**config.mk**
```make
export PLATFORM = sky130hd
export DESIGN_NAME = valid_flush_engine
export DESIGN_NICKNAME = d
export VERILOG_FILES = /design/src/rtl/cache_pkg.sv /design/src/rtl/valid_line_counter.sv /design/src/rtl/valid_flush_engine.sv
export SDC_FILE = /design/constraint.sdc
export NUM_CORES = 1
export LEC_CHECK = 0
export BUFFER_PORTS_ARGS = -buffer_cell sky130_fd_sc_hd__buf_4
export CAP_MARGIN = 20
export CELL_PAD_IN_SITES_DETAIL_PLACEMENT = 0
export CELL_PAD_IN_SITES_GLOBAL_PLACEMENT = 2
export CORE_MARGIN = 4
export CORE_UTILIZATION = 38
export DETAILED_ROUTE_END_ITERATION = 12
export GPL_TIMING_DRIVEN = 0
export PLACE_DENSITY = 0.79
export SYNTH_ARGS = -nofsm -noshare
export SYNTH_HDL_FRONTEND = slang
export SYNTH_HIERARCHICAL = 1
export SYNTH_SLANG_ARGS = --single-unit
```
**constraint.sdc**
```tcl
create_clock -name clk -period 4 [get_ports clk]
set_clock_uncertainty 0.05 [all_clocks]
set_input_delay 1.2 -clock clk [delete_from_list [all_inputs] [get_ports clk]]
set_output_delay 1.2 -clock clk [all_outputs]
set_load 0.1 [all_outputs]
```
**src/rtl/cache_pkg.sv**
```systemverilog
// Shared cache definitions: flush FSM state encoding and default index width.
package cache_pkg;

  localparam int unsigned DEFAULT_INDEX_LENGTH = 8;

  typedef enum logic [1:0] {
    FLUSH_IDLE  = 2'd0,
    FLUSH_SWEEP = 2'd1,
    FLUSH_DONE  = 2'd2
  } flush_state_e;

endpackage

```
**src/rtl/valid_line_counter.sv**
```systemverilog
// Up/down occupancy counter tracking how many cache lines are currently valid.
module valid_line_counter #(
  parameter int unsigned WIDTH = 9
) (
  input  logic             clk,
  input  logic             rst_n_i,
  input  logic             inc_i,
  input  logic             dec_i,
  output logic [WIDTH-1:0] count_o
);

  always_ff @(posedge clk or negedge rst_n_i) begin
    if (!rst_n_i) begin
      count_o <= '0;
    end else if (inc_i && !dec_i) begin
      count_o <= count_o + WIDTH'(1);
    end else if (dec_i && !inc_i) begin
      count_o <= count_o - WIDTH'(1);
    end
  end

endmodule

```
**src/rtl/valid_flush_engine.sv**
```systemverilog
// Valid-bit array for the direct-mapped cache with single-line invalidate and a full flush sweep.
// Optional VALID_COUNT_EN adds valid_count_o, the number of currently valid lines.
module valid_flush_engine #(
  parameter int unsigned INDEX_LENGTH = cache_pkg::DEFAULT_INDEX_LENGTH,
  parameter int unsigned CACHE_LINES  = 2**INDEX_LENGTH
) (
  input  logic                    clk,
  input  logic                    rst_n_i,
  input  logic [INDEX_LENGTH-1:0] index_i,
  input  logic                    we_i,
  input  logic                    inv_i,
  output logic                    valid_o,
  input  logic                    flush_req_i,
  output logic                    flush_busy_o,
  output logic                    flush_done_o,
  output logic [INDEX_LENGTH-1:0] flush_idx_o
`ifdef VALID_COUNT_EN
  ,
  output logic [INDEX_LENGTH:0]   valid_count_o
`endif
);

  import cache_pkg::*;

  localparam logic [INDEX_LENGTH-1:0] LAST_LINE = INDEX_LENGTH'(CACHE_LINES - 1);

  flush_state_e            state_q, state_d;
  logic [INDEX_LENGTH-1:0] ptr_q, ptr_d;
  logic                    busy_q, busy_d;
  logic                    done_q, done_d;
  logic [CACHE_LINES-1:0]  valid_q, valid_d;

  // State, pointer, flags and array registers
  always_ff @(posedge clk or negedge rst_n_i) begin
    if (!rst_n_i) begin
      state_q <= FLUSH_IDLE;
      ptr_q   <= '0;
      busy_q  <= 1'b0;
      done_q  <= 1'b0;
      valid_q <= '0;
    end else begin
      state_q <= state_d;
      ptr_q   <= ptr_d;
      busy_q  <= busy_d;
      done_q  <= done_d;
      valid_q <= valid_d;
    end
  end

  // Next-state logic; set/invalidate only take effect in IDLE, invalidate applied last so it wins
  always_comb begin
    state_d = state_q;
    ptr_d   = ptr_q;
    busy_d  = busy_q;
    done_d  = 1'b0;
    valid_d = valid_q;
    unique case (state_q)
      FLUSH_IDLE: begin
        if (we_i)  valid_d[index_i] = 1'b1;
        if (inv_i) valid_d[index_i] = 1'b0;
        if (flush_req_i) begin
          state_d = FLUSH_SWEEP;
          ptr_d   = '0;
          busy_d  = 1'b1;
        end
      end
      FLUSH_SWEEP: begin
        valid_d[ptr_q] = 1'b0;
        if (ptr_q == LAST_LINE) begin
          state_d = FLUSH_DONE;
          ptr_d   = '0;
          done_d  = 1'b1;
        end else begin
          ptr_d = ptr_q + INDEX_LENGTH'(1);
        end
      end
      FLUSH_DONE: begin
        state_d = FLUSH_IDLE;
        busy_d  = 1'b0;
      end
      default: begin
        state_d = FLUSH_IDLE;
        ptr_d   = '0;
        busy_d  = 1'b0;
      end
    endcase
  end

  assign valid_o      = ~busy_q & valid_q[index_i];
  assign flush_busy_o = busy_q;
  assign flush_done_o = done_q;
  assign flush_idx_o  = ptr_q;

`ifdef VALID_COUNT_EN
  logic cnt_inc_c;
  logic cnt_dec_c;

  // Only real transitions of a bit move the count
  assign cnt_inc_c = (state_q == FLUSH_IDLE) & we_i & ~inv_i & ~valid_q[index_i];
  assign cnt_dec_c = ((state_q == FLUSH_IDLE) & inv_i & valid_q[index_i])
                   | ((state_q == FLUSH_SWEEP) & valid_q[ptr_q]);

  valid_line_counter #(
    .WIDTH (INDEX_LENGTH + 1)
  ) u_valid_line_counter (
    .clk     (clk),
    .rst_n_i (rst_n_i),
    .inc_i   (cnt_inc_c),
    .dec_i   (cnt_dec_c),
    .count_o (valid_count_o)
  );
`endif

endmodule

```
==> metrics.md, run 1 <==
| Metric | Value |
|---|---|
| CTS tree | done |
| Yosys reg bits | about 270 |
| Pins Over Slew Limit | 0 |
| Syn nets | 1,675 |
| Final ANT Viol Nets | 0 |
| CP Capture Type | output pin |
| Reg clk slew, reported paths | 60 ps |
| Violated checks | setup timing |
| Top_reg_cell synth | dfrtp_1 |
| Number of global-route vias before repair | 16,700 |
| Yosys warns | 6 |
| Initial Util | 38.6% |
| Largest stage delay on the critical path | 330 ps |
| DRC viols | 0 |
| DIE AREA | 44,900 um^2 |
| R2R Setup Slk | 440 ps |
| Synth top area share | 42.4% |
| Antenna violations before repair | 3 |
| Clock buffer depth | 3 |
| Relative slew slack | between 10% and 20% |
| Final min period | 4750 ps |
| CP startpoint | index_i[4] |
| Slowest CP cell | nor2b_2 |
| CTS buffer count | 35 |
| Startpoint class of the critical path | primary input |
| Post-synth EDFFs | 0 |
| Number of max-cap violations | 0 |
| Drt first pass iters | 7 |
| Layout cells sized above 1 | about 14% |
| Die width | roughly 210 um |
| # hold bufs at CTS | 0 |
| Status | finished with violations |
| R2r worst-path depth | 7 |
| Syn Std Cell Area | about 16,000 um^2 |
| Final WL | 101 mm |
| Placed insts | 2,222 |
| Worst Hold Slack | 440 ps |
| Area grow syn2layout | 17.3% |
| Final hold viol count | 0 |
| Final setup violation count | 2 |
| Setup ws final | -746 ps |
| Critical Path Most Common Cell | buf_4 |
| RSZ-0062 raised after global routing | true |
| Crit-path max FO | 10 |
| Final net count | 1,764 |
| PwrDens | 460 nW/um^2 |
| Height of the chip | 212 um |
| Crit-path leading delay family | buffers and inverters |
| Clock Latency Late Sink | 570 ps |
| Async S/R FF share, synth | 100% |
| Crit Reg-Reg Startpoint | flush_idx_o[2]$_DFFE_PN0P_ |
| Ports | 24 |
| Wire length per cell | 44.0 um |
| Final Cycle Share | 119% |
| # rows | 74 |
| WS Path Type | in2out |
| Core Area | ~40,000 um^2 |
| DRT iter0 DRCs | 3,044 |
| Root Driver | clkbuf_16 |
| Post-detail-place hpwl | between 70 and 80 mm |
| Post-synthesis sequential area ratio | 42.4% |
| CTS H-tree lvls | 2 |
| Final Instance Count excl. Fillers | approximately 2,300 |
| Worst-Margin Slew | 1290 ps |
| Largest net degree at the start of global routing | 77 |
| Synth area leaders | dfrtp_1 42%, o21ai_0 7.7%, mux4_2 7.0%, o221ai_1 4.2%, a21oi_1 4.0% |
| Pre-CTS setup slack | -1530 ps |
| Crit-path cells | buf_4 > buf_2 > buf_6 > buf_4 > nor2b_2 > a22oi_2 > o2111ai_2 > nand3b_1 > a32oi_4 > buf_12 |
| Vias/cell | 7.50 |
| Tot Pwr | around 8.5 mW |
| Remaining Overflow, GRT | 0 |
| Clk sinks | 268 |
| Leading area contributor after synthesis | dfrtp_1 |
| Worst Path Required | 2750 ps |
| Critical path depth in cells | 10 |
| Most frequent cells in the layout | 268 x dfrtp_1, 239 x o21ai_0, 125 x a21oi_1 |
| GPL Wtd Cong | 1.02 |
| Syn Area/Cell | about 9.5 um^2 |
| Worst EP arrival | 3500 ps |
| Yosys cell types | 70 |
| Buf/Inv on CP | 5 |
| R2R Path End | valid_q[98]$_DFFE_PN0P_ |
| Worst Hold Class | reg2reg |
| First-pass GRT wire length | 138 mm |
| Worst setup path end | valid_o |
| Synth Instances | 1,658 |
| LEAKAGE | 7.07 nW |
| Max VDD drop | 434 uV |
| Most common cell after layout, fill and taps aside | dfrtp_1 |
| Via Count | about 17,000 |
| Achievable Freq | 211 MHz |
| Gr usage total | 44.5% |
| Port buffer count | 22 |
## synth_stat cells (all sizes together), types with 2 or more instances
cell type,instances
o31ai,13
o2bb2ai,2
nand2b,15
nor3,33
mux4,55
o211ai,13
mux2i,29
nor2b,16
a221o,2
a311oi,2
clkbuf,97
o22ai,5
ha,4
a311o,3
and3,19
nand2,120
and2,25
nor4,5
a211oi,3
nand4,6
a31oi,24
nand3,43
o41ai,3
buf,51
o2111ai,4
nor2,133
o21a,2
a22oi,52
a32o,10
dfrtp,268
o22a,7
a21oi,125
nand3b,4
a22o,26
a221oi,63
o21ai,248
and2b,2
o32a,2
or4,2
or2,4
a32oi,19
o221ai,76
inv,11
## worst register-to-register path: stages (launching register included)
cell,delay [ps]
dfrtp_1,420
clkbuf_1,220
nor2_1,550
and2_1,210
clkbuf_1,780
nand2_1,720
o221ai_1,360
o21ai_0,130
## metrics by stage
step | util (%) | TNS [ps] | area, um^2
5_1_grt | 45.2 | -741 | 18500
2_1_floorplan | - | -473 | 15900
3_3_place_gp | 40.7 | -252880 | 16700
6_report | 45.2 | -860 | 18500
3_5_place_dp | 41.1 | -21470 | 16900
4_1_cts | 45.1 | -684 | 18500
## how the worst min path moves through the flow
stage,slack (ps),from,endpoint,cells past startpoint
after floorplan,400,valid_q[53]$_DFFE_PN0P_,valid_q[53]$_DFFE_PN0P_,1
final,440,valid_q[118]$_DFFE_PN0P_,valid_q[118]$_DFFE_PN0P_,1
after global routing,470,valid_q[118]$_DFFE_PN0P_,valid_q[118]$_DFFE_PN0P_,1
after detailed placement,430,valid_q[118]$_DFFE_PN0P_,valid_q[118]$_DFFE_PN0P_,1
after global placement,410,valid_q[116]$_DFFE_PN0P_,valid_q[116]$_DFFE_PN0P_,1
after CTS,440,valid_q[118]$_DFFE_PN0P_,valid_q[118]$_DFFE_PN0P_,1
## repair_timing
action | 4_1_cts | 5_1_grt
endpoints found under the setup margin | 5 | 1
pin swaps | 13 | 2
gates resized for setup | 77 | 3
buffers inserted | 16 | 2
cloned | 2 | 0
## cells by family (layout without fill, tap and decap cells)
family / after synthesis / count (layout) / share of synthesized area, %
and+or+nand+nor: 431 / 431 / 13.0
AOI/OAI and AO/OA: 711 / 711 / 29.6
buffers and inverters: 159 / 274 / 4.80
other: 0 / 2 / 0
adders and majority gates: 4 / 4 / 0.317
muxes: 85 / 85 / 9.88
DFF: 268 / 268 / 42.4
## sequential cells by signal, indices dropped and copies added (netlist names)
signal,cells
flush_busy_o,1
flush_done_o,1
flush_idx_o,8
state_q,2
valid_q,256
## cell type report
cell class / instances / area, um^2
repair buffers: 53 / 592
diodes: 2 / 5.00
clock buffers: 56 / 1020
multi-input cells: 1231 / 8520
inverters: 11 / 41.3
well taps: 532 / 666
plain buffers: 147 / 922
fillers: 4017 / 22500
clock inverters: 7 / 71.3
flip-flops and latches: 268 / 6710
## power by group
part / total, mW / leakage, nW / internal, mW / switching, mW
clock network: 3.20 / 0.538 / 1.82 / 1.38
registers: 3.03 / 3.70 / 2.85 / 0.181
logic: 2.30 / 2.83 / 0.487 / 1.81
total: 8.53 / 7.07 / 5.16 / 3.37
## per-layer routing
layer	wire, um	global-route usage [%]	part of all wire (%)	vias to the layer above
met5	28	0	0.028	-
met4	9870	32.5	9.7	4
met3	13000	14.6	13	443
met2	41900	64.5	41	1521
met1	36700	55.4	36	8654
li1	-	-	-	6673
No activity file was read; power rests on OpenSTA's default activity.
==> run 2, diff against run 1 <==
--- a/config.mk
+++ b/config.mk
@@ -10,11 +10,11 @@
 export CELL_PAD_IN_SITES_DETAIL_PLACEMENT = 0
 export CELL_PAD_IN_SITES_GLOBAL_PLACEMENT = 2
 export CORE_MARGIN = 4
-export CORE_UTILIZATION = 38
+export CORE_UTILIZATION = 39
+export CTS_BUF_LIST = sky130_fd_sc_hd__clkbuf_4
 export DETAILED_ROUTE_END_ITERATION = 12
 export GPL_TIMING_DRIVEN = 0
-export PLACE_DENSITY = 0.79
+export PLACE_DENSITY = 0.81
 export SYNTH_ARGS = -nofsm -noshare
 export SYNTH_HDL_FRONTEND = slang
-export SYNTH_HIERARCHICAL = 1
 export SYNTH_SLANG_ARGS = --single-unit
==> run 2 against run 1 <==
The run still ends with setup timing left; sequential cell count stayed put; total power decreased by 3.4%; critical path depth is the same; sequential power barely moved; setup slack got worse by 73 ps; non-clock buffer count is 6 higher; final cell count increased by 3.6%; first-iteration DRC count increased by 3.8%; die area down 2.5%; critical path type unchanged.
==> metrics.md, run 2 <==
| Metric | Value |
|---|---|
| Yosys reg bits | 268 |
| Startpoint class of the critical path | primary input |
| Layout cells sized above 1 | 17.5% |
| Worst Path Required | 2750 ps |
| Clock buffer depth | 3 |
| Final Instance Count excl. Fillers | 2,389 |
| DRC viols | 0 |
| Syn Std Cell Area | roughly 16,000 um^2 |
| Synth Instances | 1,658 |
| CTS H-tree lvls | 3 |
| First-pass GRT wire length | 140 mm |
| Reg clk slew, reported paths | ~80 ps |
| Synth top area share | 42.4% |
| Fin Setup TNS | -819 ps |
| RSZ-0062 raised after global routing | true |
| Top cells by count, synth | 268 x dfrtp_1, 242 x o21ai_0, 127 x nor2_1 |
| Final core utilization | around 47% |
| Yosys warns | 0 |
| Most common cell after layout, fill and taps aside | dfrtp_1 |
| Synth area leaders | dfrtp_1 42%, o21ai_0 7.7%, mux4_2 7.0%, o221ai_1 4.2%, a21oi_1 4.0% |
| Relative slew slack | about a tenth |
| Clk sinks | 268 |
| Final Cycle Share | 120% |
| Wire length per cell | 43.0 um |
| Design area | 18,600 um^2 |
| Leading area contributor after synthesis | dfrtp_1 |
| Via Count | 18,200 |
| Async S/R FF share, synth | 100% |
| Vias/cell | ~7.6 |
| Syn nets | 1,675 |
| Worst Hold Class | in2async |
| Final WL | 103 mm |
| PwrDens | about 440 nW/um^2 |
| Die width | 209 um |
| Yosys cell types | 70 |
| Final ANT Viol Nets | 0 |
| Final hold viol count | 0 |
| CTS tree | done |
| Final setup violation count | 1 |
| GPL Wtd Cong | 1.08 |
| Most common cell in the netlist | dfrtp_1 |
| Final net count | 1,819 |
| Top_reg_cell synth | dfrtp_1 |
| Clock Latency Late Sink | between 800 and 900 ps |
| Post-detail-place hpwl | 72.1 mm |
| # fillers | between 3,000 and 4,000 |
| Post-synth EDFFs | 0 |
| Pre-CTS setup slack | -1600 ps |
| Tot Pwr | around 8.2 mW |
| Max VDD drop | 399 uV |
| Status | finished with violations |
| Violated checks | setup timing |
| Biggest register | valid_q |
| LEAKAGE | 7.18 nW |
| Ports | 24 |
| WS Path Type | in2out |
| Worst Hold Slack | 203 ps |
| # rows | 73 |
| Syn Area/Cell | 9.54 um^2 |
| Remaining Overflow, GRT | 0 |
| Largest register FFs | roughly 260 |
| Number of global-route vias before repair | 17,200 |
| Placed insts | between 2,000 and 2,500 |
| Post-synthesis sequential area ratio | 42.4% |
| Pins Over Slew Limit | 0 |
| Final min period | 4820 ps |
| Initial Util | 39.6% |
| Number of max-cap violations | 0 |
| Largest net degree at the start of global routing | 113 |
| Crit-path max FO | 11 |
| Core Area | around 40,000 um^2 |
| Antenna violations before repair | 5 |
| Height of the chip | about 210 um |
| Worst-Margin Slew | 1340 ps |
| Setup ws final | -819 ps |
| Achievable Freq | about 210 MHz |
| Worst EP arrival | 3570 ps |
| Area grow syn2layout | 17.5% |
| Port buffer count | 22 |
| DIE AREA | approximately 44,000 um^2 |
| Root Driver | clkbuf_4 |
| DRT iter0 DRCs | 3,161 |
| CP Capture Type | output pin |
| Drt first pass iters | 6 |
| CTS buffer count | 84 |
| Most frequent cells in the layout | 268 x dfrtp_1, 239 x o21ai_0, 125 x a21oi_1 |
| Placed inst area | 16,800 um^2 |
| Gr usage total | 45.6% |
==> run 2: cell counts after synthesis <==
No cell type changed its count.
==> run 2: layout make-up <==
class                      instances  area [um^2]  area share, %
multi-input combinational       1231         8560           46.0
sequential                       268         6710           36.1
buffer                           148          953           5.13
clock buffer                     113          848           4.57
tap                              525          657           3.54
timing repair buffer              58          609           3.28
clock inverter                    27          189           1.02
inverter                          11         41.3          0.222
antenna                            8         20.0          0.108
==> run 2: power by group <==
group          internal (mW)  switching, mW  total, mW
Combinational          0.491           1.86       2.35
Sequential              2.84          0.152       3.00
Clock                   1.49           1.40       2.89
==> run 2: cell families (layout without fill, tap and decap cells) <==
kind of cell	Yosys count	in the layout	share of synthesized area, %
simple gates	431	431	13.0
fa+ha+maj	4	4	0.317
mux	85	85	9.88
other cells	0	8	0
flops	268	268	42.4
buf+inv	159	357	4.80
compound gates	711	711	29.6
==> run 2: timing repair <==
action | 4_1_cts | 5_1_grt
pin swaps | 7 | 6
buffers inserted | 23 | 3
gates resized for setup | 81 | 11
hold buffers | 0 | 0
endpoints found under the setup margin | 1 | 1
==> run 2: worst paths after layout <==
kind | startpoint | endpoint | slack [ps] | cells after the start
min reg2reg | valid_q[53]$_DFFE_PN0P_ | valid_q[53]$_DFFE_PN0P_ | 450 | 1
max reg2reg | state_q[1]$_DFFE_PN0P_ | valid_q[200]$_DFFE_PN0P_ | 230 | 7
max in group asynchronous | rst_n_i | valid_q[117]$_DFFE_PN0P_ | 2650 | 2
min in group clk | valid_q[53]$_DFFE_PN0P_ | valid_q[53]$_DFFE_PN0P_ | 450 | 1
max | index_i[0] | valid_o | -820 | 10
min | rst_n_i | valid_q[238]$_DFFE_PN0P_ | 200 | 1
==> run 2: critical path, stage by stage <==
cell and delay (ps):
buf_4 180, buf_8 230, buf_4 320, buf_2 390
nor2_1 90, mux2i_1 330, o2111ai_1 170, nor2b_2 210
a32oi_4 220, buf_12 210
==> run 2: layer usage <==
| metal | GRT usage, % | routed length, um | share of wire [%] |
|---|---|---|---|
| met1 | 57.5 | 37500 | 37 |
| met2 | 62.2 | 40800 | 40 |
| met3 | 17.1 | 13400 | 13 |
| met4 | 36.8 | 10900 | 11 |
| met5 | 0 | 13 | 0.013 |
